$ cat config.mk
export PLATFORM = sky130hd
export DESIGN_NAME = uart_tx
export DESIGN_NICKNAME = d
export VERILOG_FILES = /design/src/rtl/uart_tx.sv
export SDC_FILE = /design/constraint.sdc
export NUM_CORES = 1
export LEC_CHECK = 0
export CELL_PAD_IN_SITES_DETAIL_PLACEMENT = 0
export CELL_PAD_IN_SITES_GLOBAL_PLACEMENT = 1
export CORE_UTILIZATION = 47
export CTS_CLUSTER_SIZE = 12
export DETAILED_ROUTE_END_ITERATION = 6
export GPL_TIMING_DRIVEN = 0
export PLACE_DENSITY_LB_ADDON = 0.1
export SYNTH_ARGS = -nofsm -noshare
export SYNTH_HDL_FRONTEND = slang
export SYNTH_SLANG_ARGS = --single-unit
$ cat constraint.sdc
create_clock -name clk -period 7.9 [get_ports clk]
set_input_delay 1.185 -clock clk [delete_from_list [all_inputs] [get_ports clk]]
set_output_delay 1.185 -clock clk [all_outputs]
set_load 0.03 [all_outputs]
$ cat src/rtl/uart_tx.sv
// Configuration readback transmitter: on start, snapshots PAR_NUM bytes and sends them
// highest index first as UART frames (start, 8 data LSB first, stop bits, optional gap).
module uart_tx #(
   parameter int unsigned CLK_PER_BIT = 52,
   parameter int unsigned PAR_NUM     = 5,
   parameter int unsigned STOP_BITS   = 1,
   parameter int unsigned GAP_BITS    = 0
) (
   input  logic                 clk,
   input  logic                 rst,
   input  logic                 start,
   input  logic [8*PAR_NUM-1:0] conf_in,
   output logic                 tx,
   output logic                 busy,
   output logic                 done
);

   localparam int unsigned CW          = (CLK_PER_BIT > 1) ? $clog2(CLK_PER_BIT) : 1;
   localparam int unsigned BW          = (PAR_NUM > 1) ? $clog2(PAR_NUM) : 1;
   localparam int unsigned RW          = 3;
   localparam int unsigned STOP_RELOAD = (STOP_BITS > 1) ? STOP_BITS - 1 : 0;
   localparam int unsigned GAP_RELOAD  = (GAP_BITS > 1) ? GAP_BITS - 1 : 0;

   typedef enum logic [2:0] {
      S_IDLE  = 3'd0,
      S_START = 3'd1,
      S_DATA  = 3'd2,
      S_STOP  = 3'd3,
      S_GAP   = 3'd4
   } state_t;

   state_t                    r_state, w_state_nxt;
   logic [CW-1:0]             r_bit_cnt, w_bit_cnt_nxt;
   logic [2:0]                r_data_bit, w_data_bit_nxt;
   logic [BW-1:0]             r_byte_idx, w_byte_idx_nxt;
   logic [RW-1:0]             r_rep, w_rep_nxt;
   logic [PAR_NUM-1:0][7:0]   r_snap;
   logic                      w_capture;
   logic                      w_tick;
   logic                      r_tx, r_busy, r_done;
   logic                      w_tx_nxt, w_busy_nxt, w_done_nxt;

   assign w_tick = (r_bit_cnt == '0);

   // State, counters, snapshot and output registers
   always_ff @(posedge clk or posedge rst) begin
      if (rst) begin
         r_state    <= S_IDLE;
         r_bit_cnt  <= '0;
         r_data_bit <= '0;
         r_byte_idx <= '0;
         r_rep      <= '0;
         r_snap     <= '0;
         r_tx       <= 1'b1;
         r_busy     <= 1'b0;
         r_done     <= 1'b0;
      end else begin
         r_state    <= w_state_nxt;
         r_bit_cnt  <= w_bit_cnt_nxt;
         r_data_bit <= w_data_bit_nxt;
         r_byte_idx <= w_byte_idx_nxt;
         r_rep      <= w_rep_nxt;
         if (w_capture) r_snap <= conf_in;
         r_tx       <= w_tx_nxt;
         r_busy     <= w_busy_nxt;
         r_done     <= w_done_nxt;
      end
   end

   // Next state; r_rep counts remaining whole bit times in STOP and GAP
   always_comb begin
      w_state_nxt    = r_state;
      w_bit_cnt_nxt  = w_tick ? CW'(CLK_PER_BIT - 1) : r_bit_cnt - CW'(1);
      w_data_bit_nxt = r_data_bit;
      w_byte_idx_nxt = r_byte_idx;
      w_rep_nxt      = r_rep;
      w_capture      = 1'b0;
      case (r_state)
         S_IDLE: begin
            w_bit_cnt_nxt = r_bit_cnt;
            if (start) begin
               w_state_nxt    = S_START;
               w_byte_idx_nxt = BW'(PAR_NUM - 1);
               w_bit_cnt_nxt  = CW'(CLK_PER_BIT - 1);
               w_capture      = 1'b1;
            end
         end
         S_START: begin
            if (w_tick) begin
               w_state_nxt    = S_DATA;
               w_data_bit_nxt = 3'd0;
            end
         end
         S_DATA: begin
            if (w_tick) begin
               if (r_data_bit == 3'd7) begin
                  w_state_nxt = S_STOP;
                  w_rep_nxt   = RW'(STOP_RELOAD);
               end else begin
                  w_data_bit_nxt = r_data_bit + 3'd1;
               end
            end
         end
         S_STOP: begin
            if (w_tick) begin
               if (r_rep != '0) begin
                  w_rep_nxt = r_rep - RW'(1);
               end else if (r_byte_idx != '0) begin
                  w_byte_idx_nxt = r_byte_idx - BW'(1);
                  if (GAP_BITS == 0) begin
                     w_state_nxt = S_START;
                  end else begin
                     w_state_nxt = S_GAP;
                     w_rep_nxt   = RW'(GAP_RELOAD);
                  end
               end else begin
                  w_state_nxt = S_IDLE;
               end
            end
         end
         S_GAP: begin
            if (w_tick) begin
               if (r_rep != '0) w_rep_nxt = r_rep - RW'(1);
               else             w_state_nxt = S_START;
            end
         end
         default: w_state_nxt = S_IDLE;
      endcase
   end

   // Outputs decoded from the upcoming state so they change on the same edge as the FSM
   always_comb begin
      w_tx_nxt   = 1'b1;
      w_busy_nxt = (w_state_nxt != S_IDLE);
      w_done_nxt = (r_state == S_STOP) && (w_state_nxt == S_IDLE);
      case (w_state_nxt)
         S_START: w_tx_nxt = 1'b0;
         S_DATA:  w_tx_nxt = r_snap[w_byte_idx_nxt][w_data_bit_nxt];
         default: w_tx_nxt = 1'b1;
      endcase
   end

   assign tx   = r_tx;
   assign busy = r_busy;
   assign done = r_done;

endmodule

==> run_results.csv, run 1 <==
group,metric,value,unit
clocking,ctsResizeCount,0,
power_and_ir_drop,p_comb_frac,0.428,
routing,routed_wirelength,7.11,mm
critical_path,worstSetupEndpoint,"tx",
routing,viasPerCell,5.53,
synthesis,syn_inst,299,
die,design.die.area,7490,sq um
placement,dp_slack,3.84,ns
timing,maxSlewViolCount,0,
min_path,worst_hold_path_type,"reg -> reg",
timing,setup_viol,0,
synthesis,synth_top_area_cell,"dfrtp_1",
die,core_area,6830,sq um
clocking,numCtsBuffers,9,
critical_path,cp-startpoint,"start",
critical_path,reg2reg_from,"r_rep[0]",
synthesis,ys_ff_latch,61,
die,start_util,0.492,
clocking,cts_setup_buffers,0,
timing,final_hold_viol_count,0,
critical_path,rrSetupSlack,4.71,ns
critical_path,cp.required,8.15,ns
power_and_ir_drop,total_leakage_power,0.00176,uW
placement,place_congestion,0.853,
clocking,root_buffer,"clkbuf_8",
power_and_ir_drop,p_switching,508,uW
power_and_ir_drop,pwr-share-clk,0.182,
die,die_w,86.5,um
power_and_ir_drop,internal_power,867,uW
power_and_ir_drop,irDropWorstVdd,0.146,mV
critical_path,arrival,3.93,ns
clocking,ctsHtreeMaxLevel,3,
global_routing,grt_pass1_wl,12.2,mm
synthesis,synth_commonest_cells,"60 x dfrtp_1, 42 x mux2_2, 20 x nand2_1",
timing,min_period,3.68,ns
power_and_ir_drop,total_power,1380,uW
outcome,status,"complete, no violations",
routing,drtIter0Drc,149,
placement,dp_hpwl,5.36,mm
global_routing,grt-ovfl-total,0,
global_routing,grt_antenna_before_repair,0,
synthesis,synth_cell_types,60,
critical_path,rr_endpoint,"tx",
run,maxCapViolCount,0,
timing,slew_headroom,0.508,
synthesis,post-synth-top-count-cell,"dfrtp_1",
synthesis,synthArstFlopShare,1.00,
global_routing,grtUsageTotal,0.214,
cells_and_area,final_layout_size_suffix_gt1_frac,0.228,
critical_path,rr_worst_depth,12,
die,num_rows,30,
synthesis,netlist_area,3360,sq um
placement,io_buffers,45,
timing,finalWorstSetupSlack,4.22,ns
cells_and_area,syn2layout_area_growth,22.9,%
timing,holdWs,0.476,ns
clocking,path_clk_slew,0.06,ns
cells_and_area,nNetsFinal,406,
cells_and_area,n_antenna_cell,0,
routing,wl_per_cell,15.6,um
synthesis,syn_avg_cell_area,11.2,sq um
synthesis,ys.flop_type,"dfrtp_1",
clocking,postCtsHoldBufs,0,
timing,period_share,0.466,
critical_path,crit_type,"in -> reg",
clocking,cts_tree,"yes",
synthesis,synth_seq_area_share,0.455,
critical_path,startpoint_type,"input pin",
die,io-pin-count,46,
timing,fmax,271,MHz
synthesis,synth_area_leaders,"dfrtp_1 45%, mux2_2 14%, ha_1 2.6%, nand2_1 2.2%, mux2i_1 2.1%",
clocking,clk-insertion-delay-late,0.32,ns
placement,placed_cell_area,3950,sq um
power_and_ir_drop,pwr_density_cell,333,nW/um^2
power_and_ir_drop,switching_share,0.369,
cells_and_area,design_area,4130,sq um
timing,worst_pin_slew,0.737,ns
timing,setup_tns,0,ns
synthesis,synth_edf_count,0,
power_and_ir_drop,seqPwrFrac,0.390,
global_routing,grt_pass1_vias,2466,
synthesis,netlist.area_leader.share,0.447,
critical_path,end_kind,"flip-flop",
critical_path,path_max_fanout,9,
global_routing,grt_start_max_net_pins,35,
timing,grt_setup_unrepaired,"no",
clocking,clock_path_buffers,2,
timing,fin_skew,0.00431,ns
routing,drc,0,
die,die_h,86.5,um
clocking,cts_sinks,61,
routing,dr_total_vias,2521,
routing,dr.pass1.iters,4,
synthesis,synth_nets,349,
routing,ant_nets,0,
synthesis,yosys_warnings,0,
## cells by family (layout without fill, tap and decap cells)
group,count (synthesis),count (layout),share of synthesized area
AO/OA/AOI/OAI,73,73,0.166
XOR/XNOR,1,1,0.00261
adder cells (fa/ha/maj),7,7,0.0261
buffers and inverters,31,92,0.0443
flip-flops,61,61,0.455
multiplexers,50,50,0.165
AND/OR/NAND/NOR,76,76,0.141
## state kept, by name, summed over array words and instances, names as in the netlist
register    flops
busy            1
tx              1
r_state         3
r_byte_idx      3
r_data_bit      3
r_snap         40
r_rep           3
r_bit_cnt       6
done            1
## cell type report
class | instances | area, sq um
inverters | 17 | 66.3
plain buffers | 14 | 82.6
clock inverters | 1 | 5.00
multi-input cells | 207 | 1680
flip-flops and latches | 61 | 1530
fillers | 576 | 2700
repair buffers | 46 | 470
well taps | 96 | 120
clock buffers | 14 | 173
## stage by stage
step | cells | util
6_report | 456 | 0.604
5_1_grt | 456 | 0.604
4_1_cts | 456 | 0.604
3_5_place_dp | 441 | 0.578
3_3_place_gp | 440 | 0.575
2_1_floorplan | 299 | -
## critical path, cell delays in order
cell             delay [ns]
clkdlybuf4s50_1        0.61
or4b_4                 0.50
buf_6                  0.16
nand2_4                0.08
a21oi_4                0.05
nor2_8                 0.17
inv_1                  0.12
a2111oi_0              0.44
o21ai_0                0.15
o211a_1                0.15
o41a_1                 0.31
## routing by layer
metal | track usage | wire, um | vias up
li1 | - | - | 1224
met1 | 0.295 | 3380 | 1237
met2 | 0.336 | 3340 | 51
met3 | 0.0400 | 272 | 9
met4 | 0.0848 | 110 | 0
met5 | 0 | 0 | -
## worst min-delay path by stage
stage / start / to / slack [ns] / cells after the start
floorplan: r_rep[1] / r_rep[1] / 0.45 / 2
global placement: r_rep[2] / r_rep[2] / 0.46 / 2
detailed placement: r_rep[2] / r_rep[2] / 0.47 / 2
CTS: r_rep[2] / r_rep[2] / 0.48 / 2
global route: r_rep[2] / r_rep[2] / 0.51 / 2
finish: r_rep[2] / r_rep[2] / 0.48 / 2
## power by group through the flow
stage          Combinational, uW  Sequential [uW]  Clock (uW)
2_1_floorplan                450              522           0
3_3_place_gp                 577              540           0
3_5_place_dp                 587              543           0
4_1_cts                      590              538         257
5_1_grt                      652              554         273
6_report                     589              537         250
## layout by cell type (no fill, tap or decap), drive strengths merged, types with 6 or more instances in the layout
cell           instances
a211oi                 6
a21boi                 6
a21oi                 11
a41oi                  6
buf                    8
clkbuf                21
clkdlybuf4s50         45
dfrtp                 60
ha                     7
inv                   17
mux2                  43
mux2i                  7
nand2                 22
nand3                  9
nor2                  15
nor3                   6
o21ai                 13
Note: power is estimated with default switching activity, not from simulation.
==> run 2: changes to the inputs <==
CORE_UTILIZATION = 39   (was 47)
clock period = 3.1 ns   (was 7.9 ns; I/O delays follow)
==> run 2 against run 1 <==
  * Die area grew 20%
  * Sequential power grew to 2.6 times the previous value
  * Clock skew is essentially flat
  * Clock power grew to 2.9 times the previous value
  * Final area grew 1.6%
  * Cell count grew 2.2%
  * Sequential share of layout area shrank 0.59 points
  * Power grew to 2.7 times the previous value
  * Utilization shrank 9.6 points
  * Count of clock-buffer cells in the layout shrank 1
  * Highest routed layer unchanged
==> run_results.csv, run 2 (synthesis gave the netlist of run 1 again) <==
group,metric,value,unit
timing,fmax,340,MHz
clocking,clock_path_buffers,2,
timing,slew_headroom,0.483,
timing,period_share,0.949,
clocking,postCtsHoldBufs,0,
routing,ant_nets,0,
cells_and_area,top_regs,"r_snap x40, r_bit_cnt x6",
placement,dp_slack,-0.159,ns
global_routing,grt_pass1_wl,12.9,mm
clocking,clk-insertion-delay-late,0.34,ns
critical_path,startpoint_type,"flip-flop",
die,core_area,8260,sq um
cells_and_area,syn2layout_area_growth,24.8,%
critical_path,crit_slowest_cell,"a2111oi_1",
power_and_ir_drop,irDropWorstVdd,0.339,mV
clocking,ctsHtreeMaxLevel,3,
cells_and_area,n_antenna_cell,0,
cells_and_area,regMostFlops,"r_snap",
cells_and_area,final_layout_size_suffix_gt1_frac,0.241,
routing,dr_total_vias,2496,
die,io-pin-count,46,
critical_path,path_max_fanout,10,
critical_path,crit_family,"compound AO/OA/AOI/OAI gates",
global_routing,grt_pass1_vias,2548,
clocking,cts_sinks,61,
routing,dr.pass1.iters,4,
timing,fin_skew,0.00475,ns
die,start_util,0.407,
die,num_rows,33,
outcome,status,"complete, no violations",
run,maxCapViolCount,0,
global_routing,grt_start_max_net_pins,35,
cells_and_area,final_common_cell,"dfrtp_1",
critical_path,critPathMaxStageDelay,0.40,ns
routing,routed_wirelength,7.75,mm
timing,worst_pin_slew,0.775,ns
timing,final_hold_viol_count,0,
placement,io_buffers,45,
power_and_ir_drop,pwr_density_cell,870,nW/um^2
global_routing,grt_antenna_before_repair,0,
clocking,root_buffer,"clkbuf_8",
global_routing,grt-ovfl-total,0,
critical_path,arrival,3.20,ns
clocking,path_clk_slew,0.07,ns
placement,dp_hpwl,5.69,mm
timing,setup_viol,0,
global_routing,grtUsageTotal,0.191,
critical_path,crit_type,"reg -> reg",
critical_path,cp_num_buf_inv,2,
placement,place_congestion,0.800,
critical_path,path_common_cell,"ha_1",
critical_path,end_kind,"flip-flop",
timing,maxSlewViolCount,0,
cells_and_area,largest_reg_flops,40,
routing,viasPerCell,5.36,
cells_and_area,fin_util,0.508,
clocking,numCtsBuffers,9,
routing,drc,0,
critical_path,cp.required,3.36,ns
die,die_w,94.8,um
min_path,worst_hold_path_type,"reg -> reg",
critical_path,crit_chain,"inv_1, ha_1, ha_1, and4bb_2, and2_2, a21oi_4, nor2_8, buf_4, a2111oi_1, o21ai_0, o211a_1, o41a_1",
timing,min_period,2.94,ns
cells_and_area,final_cell_mix,"60 x dfrtp_1, 45 x clkdlybuf4s50_1, 42 x mux2_2",
die,die_h,94.8,um
power_and_ir_drop,total_leakage_power,0.00178,uW
routing,drtIter0Drc,79,
clocking,cts_tree,"yes",
timing,finalWorstSetupSlack,0.159,ns
die,design.die.area,8990,sq um
routing,wl_per_cell,16.6,um
cells_and_area,nNetsFinal,408,
[run 2: cell types whose count changed in the layout (fill, tap and decap cells not counted), sizes merged]
cell,delta
buf,+2
bufinv,+1
clkbuf,-1
clkinv,-1
[run 2: where the power goes]
part           switching (uW)  total [uW]  internal, uW  leakage [uW]
sequential                229        1380          1150      0.000737
clock                     307         736           429      0.000102
combinational             804        1540           732      0.000945
total                    1340        3650          2310       0.00178
[run 2: per-stage QoR]
step / instances / power, uW / instance area [sq um] / setup TNS, ns / hold slack, ns
2_1_floorplan: 299 / 2480 / 3360 / 0 / 0.449
3_3_place_gp: 449 / 2870 / 3940 / -3.15 / 0.460
3_5_place_dp: 450 / 2910 / 3960 / -0.159 / 0.472
4_1_cts: 464 / 3660 / 4160 / 0 / 0.489
5_1_grt: 466 / 3930 / 4190 / -0.0261 / 0.507
6_report: 466 / 3650 / 4190 / 0 / 0.480
[run 2: metal layers]
layer	track usage	up-vias	wire, um
met2	0.306	38	3720
met4	0.0682	0	99
met3	0.0322	8	197
met1	0.259	1224	3730
met5	0	-	0
li1	-	1226	-
[run 2: final cells by class]
class                      instances  area, sq um
fill                             774         4060
multi-input combinational        207         1700
sequential                        61         1530
timing repair buffer              49          493
clock buffer                      13          169
tap                              105          131
buffer                            13         77.6
inverter                          17         66.3
clock inverter                     1         30.0
[run 2: worst paths after layout]
kind                       slack (ns)      from           end  cells after the start
max in group asynchronous        1.89       rst    r_snap[30]                      3
min                              0.48  r_rep[2]      r_rep[2]                      2
max reg2reg                      0.16  r_rep[0]            tx                     12
max                              0.16  r_rep[0]            tx                     12
min reg2reg                      0.48  r_rep[2]      r_rep[2]                      2
min in group asynchronous        0.59       rst  r_bit_cnt[2]                      2
[run 2: what timing repair did]
item,CTS,global route
setup endpoints to repair,0,1
resized for setup,0,5
buffers inserted,0,3
[run 2: tightest hold or removal path: cells and delay by family, from the launching register on]
kind,cells,cell delay [ns]
DFF,1,0.34
AOI/OAI and AO/OA,1,0.05
and+or+nand+nor,1,0.05
==> run 3: changes to the inputs <==
CAP_MARGIN = 10   (was not set)
SKIP_LAST_GASP = 1   (was not set)
==> results of run 3 <==
Final layout, timing and power as in run 2 (identical DEF).
